<file path="src/rtl/seg7_io_ctrl_pkg.sv">
// Shared definitions for the 8-digit seven-segment controller: segment glyphs,
// conversion FSM encoding and the nibble-to-glyph lookup.
package seg7_io_ctrl_pkg;

  // Segment order {a,b,c,d,e,f,g,dp}, bit7 = a, active-high; dp is never lit
  localparam logic [7:0] SEG_0     = 8'hFC;
  localparam logic [7:0] SEG_1     = 8'h60;
  localparam logic [7:0] SEG_2     = 8'hDA;
  localparam logic [7:0] SEG_3     = 8'hF2;
  localparam logic [7:0] SEG_4     = 8'h66;
  localparam logic [7:0] SEG_5     = 8'hB6;
  localparam logic [7:0] SEG_6     = 8'hBE;
  localparam logic [7:0] SEG_7     = 8'hE0;
  localparam logic [7:0] SEG_8     = 8'hFE;
  localparam logic [7:0] SEG_9     = 8'hF6;
  localparam logic [7:0] SEG_A     = 8'hEE;
  localparam logic [7:0] SEG_B     = 8'h3E;
  localparam logic [7:0] SEG_C     = 8'h9C;
  localparam logic [7:0] SEG_D     = 8'h7A;
  localparam logic [7:0] SEG_E     = 8'h9E;
  localparam logic [7:0] SEG_F     = 8'h8E;
  localparam logic [7:0] SEG_DASH  = 8'h02;
  localparam logic [7:0] SEG_BLANK = 8'h00;

  localparam int          CONV_CYCLES = 32;
  localparam logic [31:0] DEC_LIMIT   = 32'd100_000_000;

  typedef enum logic [1:0] {
    ST_IDLE = 2'd0,
    ST_CONV = 2'd1,
    ST_DONE = 2'd2
  } conv_state_e;

  function automatic logic [7:0] seg_code(input logic [3:0] d);
    case (d)
      4'h0: return SEG_0;
      4'h1: return SEG_1;
      4'h2: return SEG_2;
      4'h3: return SEG_3;
      4'h4: return SEG_4;
      4'h5: return SEG_5;
      4'h6: return SEG_6;
      4'h7: return SEG_7;
      4'h8: return SEG_8;
      4'h9: return SEG_9;
      4'hA: return SEG_A;
      4'hB: return SEG_B;
      4'hC: return SEG_C;
      4'hD: return SEG_D;
      4'hE: return SEG_E;
      default: return SEG_F;
    endcase
  endfunction

endpackage

</file>
<file path="src/rtl/seg7_bin2bcd.sv">
// Iterative shift-add-3 binary-to-BCD converter: one bit per cycle, 32 cycles,
// then a one-cycle DONE with the low eight BCD digits and an overflow flag.
module seg7_bin2bcd
  import seg7_io_ctrl_pkg::*;
(
  input  logic        clock,
  input  logic        rst_n,
  input  logic        start,
  input  logic        abort,
  input  logic [31:0] value,
  output logic        busy,
  output logic        done,
  output logic [31:0] bcd,
  output logic        overflow
);

  conv_state_e state_q, state_d;
  logic [4:0]  cnt_q;
  logic [31:0] bin_q;
  logic [31:0] bcd_q;
  logic [31:0] bcd_adj;
  logic        ovf_q;

  always_comb begin
    bcd_adj = bcd_q;
    for (int i = 0; i < 8; i++)
      if (bcd_q[4*i +: 4] >= 4'd5) bcd_adj[4*i +: 4] = bcd_q[4*i +: 4] + 4'd3;
  end

  // A fresh start always wins, so a new decimal write restarts from count 0
  always_comb begin
    state_d = state_q;
    case (state_q)
      ST_CONV: if (cnt_q == 5'(CONV_CYCLES - 1)) state_d = ST_DONE;
      default: state_d = ST_IDLE;
    endcase
    if (abort) state_d = ST_IDLE;
    if (start) state_d = ST_CONV;
  end

  always_ff @(posedge clock or negedge rst_n) begin
    if (!rst_n) begin
      state_q <= ST_IDLE;
      cnt_q   <= '0;
      bin_q   <= '0;
      bcd_q   <= '0;
      ovf_q   <= 1'b0;
    end else begin
      state_q <= state_d;
      if (start) begin
        cnt_q <= '0;
        bin_q <= value;
        bcd_q <= '0;
        ovf_q <= (value >= DEC_LIMIT);
      end else if (state_q == ST_CONV) begin
        // Digits above the eighth fall off the top; overflow covers that range
        cnt_q <= cnt_q + 5'd1;
        bcd_q <= {bcd_adj[30:0], bin_q[31]};
        bin_q <= {bin_q[30:0], 1'b0};
      end
    end
  end

  assign busy     = (state_q == ST_CONV);
  assign done     = (state_q == ST_DONE);
  assign bcd      = bcd_q;
  assign overflow = ovf_q;

endmodule

</file>
<file path="src/rtl/seg7_io_ctrl.sv">
// Memory-mapped 8-digit seven-segment controller, hex or decimal display with
// multiplexed scan. Optional leading-zero blanking under SEG7_LZB_EN.
module seg7_io_ctrl
  import seg7_io_ctrl_pkg::*;
#(
  parameter int DIV_WIDTH = 17
) (
  input  logic        clock,
  input  logic        rst_n,
  input  logic        wr_en,
  input  logic [31:0] wr_data,
  input  logic        dec_mode,
  output logic [3:0]  ena_r,
  output logic [3:0]  ena_l,
  output logic [7:0]  led_r,
  output logic [7:0]  led_l,
  output logic        busy
);

  logic [31:0]          val_q;
  logic                 mode_q;
  logic                 wr_q;
  logic [7:0][3:0]      dig_q;
  logic                 dash_q;
  logic [DIV_WIDTH-1:0] div_q;
  logic [1:0]           idx_q;
  logic [2:0]           idx_l;
  logic [7:0]           blank;
  logic [7:0]           glyph_r, glyph_l;
  logic                 cv_done, cv_ovf;
  logic [31:0]          cv_bcd;

  seg7_bin2bcd u_bin2bcd (
    .clock    (clock),
    .rst_n    (rst_n),
    .start    (wr_en & dec_mode),
    .abort    (wr_en & ~dec_mode),
    .value    (wr_data),
    .busy     (busy),
    .done     (cv_done),
    .bcd      (cv_bcd),
    .overflow (cv_ovf)
  );

  // A write landing on DONE supersedes the finished result
  always_ff @(posedge clock or negedge rst_n) begin
    if (!rst_n) begin
      val_q  <= '0;
      mode_q <= 1'b0;
      wr_q   <= 1'b0;
      dig_q  <= '0;
      dash_q <= 1'b0;
    end else begin
      wr_q <= wr_en;
      if (wr_en) begin
        val_q  <= wr_data;
        mode_q <= dec_mode;
      end
      if (wr_q && !mode_q) begin
        dig_q  <= val_q;
        dash_q <= 1'b0;
      end else if (cv_done && !wr_en) begin
        dig_q  <= cv_bcd;
        dash_q <= cv_ovf;
      end
    end
  end

  always_comb begin
    blank = '0;
`ifdef SEG7_LZB_EN
    begin
      logic lead;
      lead = !dash_q;
      for (int k = 7; k >= 1; k--) begin
        lead     = lead && (dig_q[k] == 4'd0);
        blank[k] = lead;
      end
    end
`endif
  end

  always_comb begin
    idx_l   = {1'b1, idx_q};
    glyph_r = blank[idx_q] ? SEG_BLANK : seg_code(dig_q[idx_q]);
    glyph_l = blank[idx_l] ? SEG_BLANK : seg_code(dig_q[idx_l]);
    if (dash_q) begin
      glyph_r = SEG_DASH;
      glyph_l = SEG_DASH;
    end
  end

  // Outputs refresh at each divider wrap showing the current index, then step it
  always_ff @(posedge clock or negedge rst_n) begin
    if (!rst_n) begin
      div_q <= '0;
      idx_q <= '0;
      ena_r <= '0;
      ena_l <= '0;
      led_r <= '0;
      led_l <= '0;
    end else begin
      div_q <= div_q + 1'b1;
      if (&div_q) begin
        idx_q <= idx_q + 2'd1;
        ena_r <= 4'b0001 << idx_q;
        ena_l <= 4'b0001 << idx_q;
        led_r <= glyph_r;
        led_l <= glyph_l;
      end
    end
  end

endmodule

</file>
<file path="config.mk">
export PLATFORM = sky130hd
export DESIGN_NAME = seg7_io_ctrl
export DESIGN_NICKNAME = d
export VERILOG_FILES = /design/src/rtl/seg7_io_ctrl_pkg.sv /design/src/rtl/seg7_bin2bcd.sv /design/src/rtl/seg7_io_ctrl.sv
export SDC_FILE = /design/constraint.sdc
export NUM_CORES = 1
export LEC_CHECK = 0
export CAP_MARGIN = 15
export CORE_UTILIZATION = 55
export CTS_BUF_LIST = sky130_fd_sc_hd__clkbuf_4
export CTS_CLUSTER_DIAMETER = 50
export DETAILED_ROUTE_END_ITERATION = 8
export PLACE_DENSITY = 0.78
export SETUP_SLACK_MARGIN = 0.2
export SYNTH_ARGS = -nofsm -noshare
export SYNTH_HDL_FRONTEND = slang
export SYNTH_HIERARCHICAL = 1
export SYNTH_SLANG_ARGS = --single-unit
</file>
<file path="constraint.sdc">
create_clock -name clock -period 4.2 [get_ports clock]
set_clock_uncertainty 0.05 [all_clocks]
set_input_delay 0.63 -clock clock [delete_from_list [all_inputs] [get_ports clock]]
set_output_delay 0.63 -clock clock [all_outputs]
set_load 0.05 [all_outputs]
</file>
==> reports/results.txt <==
Status: complete, no violations
Critical path buffer and inverter count: 1
Worst setup path class: reg -> reg
DPL Wire Length: 12200 microns
Synthesized area: 0.00896 sq mm
Yosys cell types: 57
Gr ovfl total: 0
Htree depth: 4
R2r endpoint: led_r[7]$_DFFE_PN0P_
Clk sinks: 176
Mux share of post-synthesis cell area: 15.3%
Flop2flop setup slack: 1290 ps
CP max FO: 14
Post-synthesis sequential area ratio: 49.2%
CTS tree: yes
Top cell type's share of synthesized area: 49.2%
Met2 WL: 8440 microns
Global Route Usage Sum: 23.3%
Arr. time, crit path: 3360 ps
Slew HR: 40.9%
Post-synth EDFFs: 0
Mean area per synthesized cell: 10.7 sq um
Initial core utilization: 56.4%
Warnings, synthesis: 6
CTS max path bufs: 2
Post-CTS Setup Repair Bufs: 0
Most used cell, CP: and3_1
Drt drc: 0
CP cell instances: and3_1 > nand4_1 > nor3_1 > ha_1 > inv_1 > nor2_1 > and3_1 > a221o_1
IO Pins: 61
Synth area leaders: dfrtp_1 (49%), mux2i_1 (8.2%), ha_1 (5.0%), o21ai_0 (5.0%), mux2_2 (4.9%)
DIE AREA: 0.0168 sq mm
Initial antenna violation count: 0
Width of the die: 130 microns
Synth Area in Adders: 5.03%
Final setup TNS: 0 ps
Final Cycle Share: 69.3%
Post-CTS sizing: 0
Top-count cell post-synth: dfrtp_1
CTS Hold Bufs: 0
Yosys top cell by area: dfrtp_1
Placer Congestion: 0.796
Die H: 130 microns
DR pass1 iterations: 5
Final min period: 2910 ps
VDD IR max: 0.180 mV
Asr flop ratio synth: 100%
PD cells: 396 mW/mm^2
Wire length per cell: 16.4 microns
Hold WS: 95.7 ps
Share of layout cells above drive strength 1: 10.5%
Max layer used: met4
Met3 WL: 670 microns
Worst r2r src: div_q[6]$_DFF_PN0_
Post-DP Area: 0.00958 sq mm
Worst setup EP type: flip-flop
Final Cell Area: 0.00989 sq mm
Largest stage delay on the critical path: 530 ps
#FFs+latches synth: 176
Fin nets: 935
Clk_lat worst skew: 570 ps
Via density: 5.67
Core box area: 0.0159 sq mm
Top FF cell, synth: dfrtp_1
Clock slew at reported path FFs: 140 ps
Cell row count: 46
Clk root buf: clkbuf_4
Worst Tran Pin Value: 886 ps
Commonest cells post-synth: dfrtp_1 (176), nand2_1 (101), o21ai_0 (90)
LEAKAGE: 4.34 nW
RSZ-0062 raised after global routing: false
F_max: 344 MHz
Slowest CP cell: ha_1
Cell family with most CP delay: simple AND/OR/NAND/NOR gates
Largest family of logic cells by synthesized area: multiplexers
Largest net degree at the start of global routing: 99
Crit path required time: 4660 ps
XOR/XNOR Fraction of Synth Area: 2.74%
Fin. Hold Viols: 0
Num CTS Buffers: 17
Antenna diode count: 0
Max cap viols: 0
M1 WL: 8530 microns
Final setup vio count: 0
First-pass GRT wire length: 30200 microns
Area growth syn-to-layout: 10.5%
Area fraction in and, or, nand and nor cells after synthesis: 11.8%
Synth Instances: 834
Drt total wl: 17900 microns
Number of global-route vias before repair: 5971
Compound-cell area share of the yosys netlist: 11.0%
Final antenna-violating net count: 0
Worst-case reg-to-reg path depth: 8
IO buf count: 58
Via count: 6190
CP Launch Type: flip-flop
1st-iter DRT viols: 478
HP Class: in -> async
Pins Over Slew Limit: 0
-- per-layer routing --
| metal | global-route usage (%) | up-vias |
|---|---|---|
| li1 | - | 3002 |
| met1 | 32.8 | 3040 |
| met2 | 36.4 | 127 |
| met3 | 4.13 | 21 |
| met4 | 8.00 | 0 |
| met5 | 0 | - |
-- layout by cell type (no fill, tap or decap), drive strengths merged, types with 3 or more instances in the layout --
master,count
mux2,41
dfrtp,176
xnor2,14
bufinv,4
a311o,7
o21ai,92
clkinv,4
or3,7
buf,9
or4,3
a21oi,31
clkdlybuf4s50,57
o2bb2ai,3
inv,29
mux2i,74
nand4,10
nor3,8
clkinvlp,4
o211ai,3
nor2b,5
and3,12
clkbuf,19
xor2,14
a221o,9
nor2,27
mux4,6
nand3,16
nand2b,12
nand2,101
ha,36
nor4,16
-- per-stage QoR --
| step | cells | power, mW | utilization, % | setup slack [ps] |
|---|---|---|---|---|
| after floorplan | 835 | 2.68 | - | 1920 |
| after global placement | 1060 | 2.89 | 60.3 | 1280 |
| after detailed placement | 1060 | 2.92 | 60.3 | 1270 |
| after CTS | 1091 | 3.94 | 62.3 | 1260 |
| after global routing | 1091 | 4.14 | 62.3 | 997 |
| final | 1091 | 3.91 | 62.3 | 1290 |
-- cells by family (layout without fill, tap and decap cells) --
family          count (synthesis)  in the layout
compound gates                163            163
flops                         176            176
simple gates                  223            223
fa+ha+maj                      36             36
mux                           121            121
xor+xnor                       28             28
other cells                     1              2
buf+inv                        86            126
-- power breakdown --
part	switching (mW)	internal, mW
sequential	0.158	1.91
combinational	0.461	0.356
clock	0.551	0.475
-- how the worst max path moves through the flow --
stage	startpoint	to	slack, ps	cells past startpoint
after floorplan	wr_en	u_bin2bcd/bcd[14]$_DFFE_PN0P_	1920	7
after global placement	div_q[0]$_DFF_PN0_	led_r[7]$_DFFE_PN0P_	1280	8
after detailed placement	div_q[6]$_DFF_PN0_	led_r[7]$_DFFE_PN0P_	1270	8
after CTS	div_q[6]$_DFF_PN0_	led_r[7]$_DFFE_PN0P_	1260	8
after global routing	div_q[0]$_DFF_PN0_	led_l[5]$_DFFE_PN0P_	1000	8
final	div_q[6]$_DFF_PN0_	led_r[7]$_DFFE_PN0P_	1290	8
-- registers in the layout, indices dropped and copies added (netlist names), 5 cells and up --
signal	count
u_bin2bcd/cnt_q	5
u_bin2bcd/bin_q	32
div_q	17
led_l	7
val_q	32
u_bin2bcd/bcd	32
led_r	7
dig_q	32
-- area by class of cell --
type	instances	area, sq um
Clock buffer	19	143
Clock inverter	12	168
Fill cell	1286	5990
Inverter	29	109
Multi-Input combinational cell	573	4130
Sequential cell	176	4400
Tap cell	216	270
Timing Repair Buffer	66	667
(Power assumes the default switching activity.)
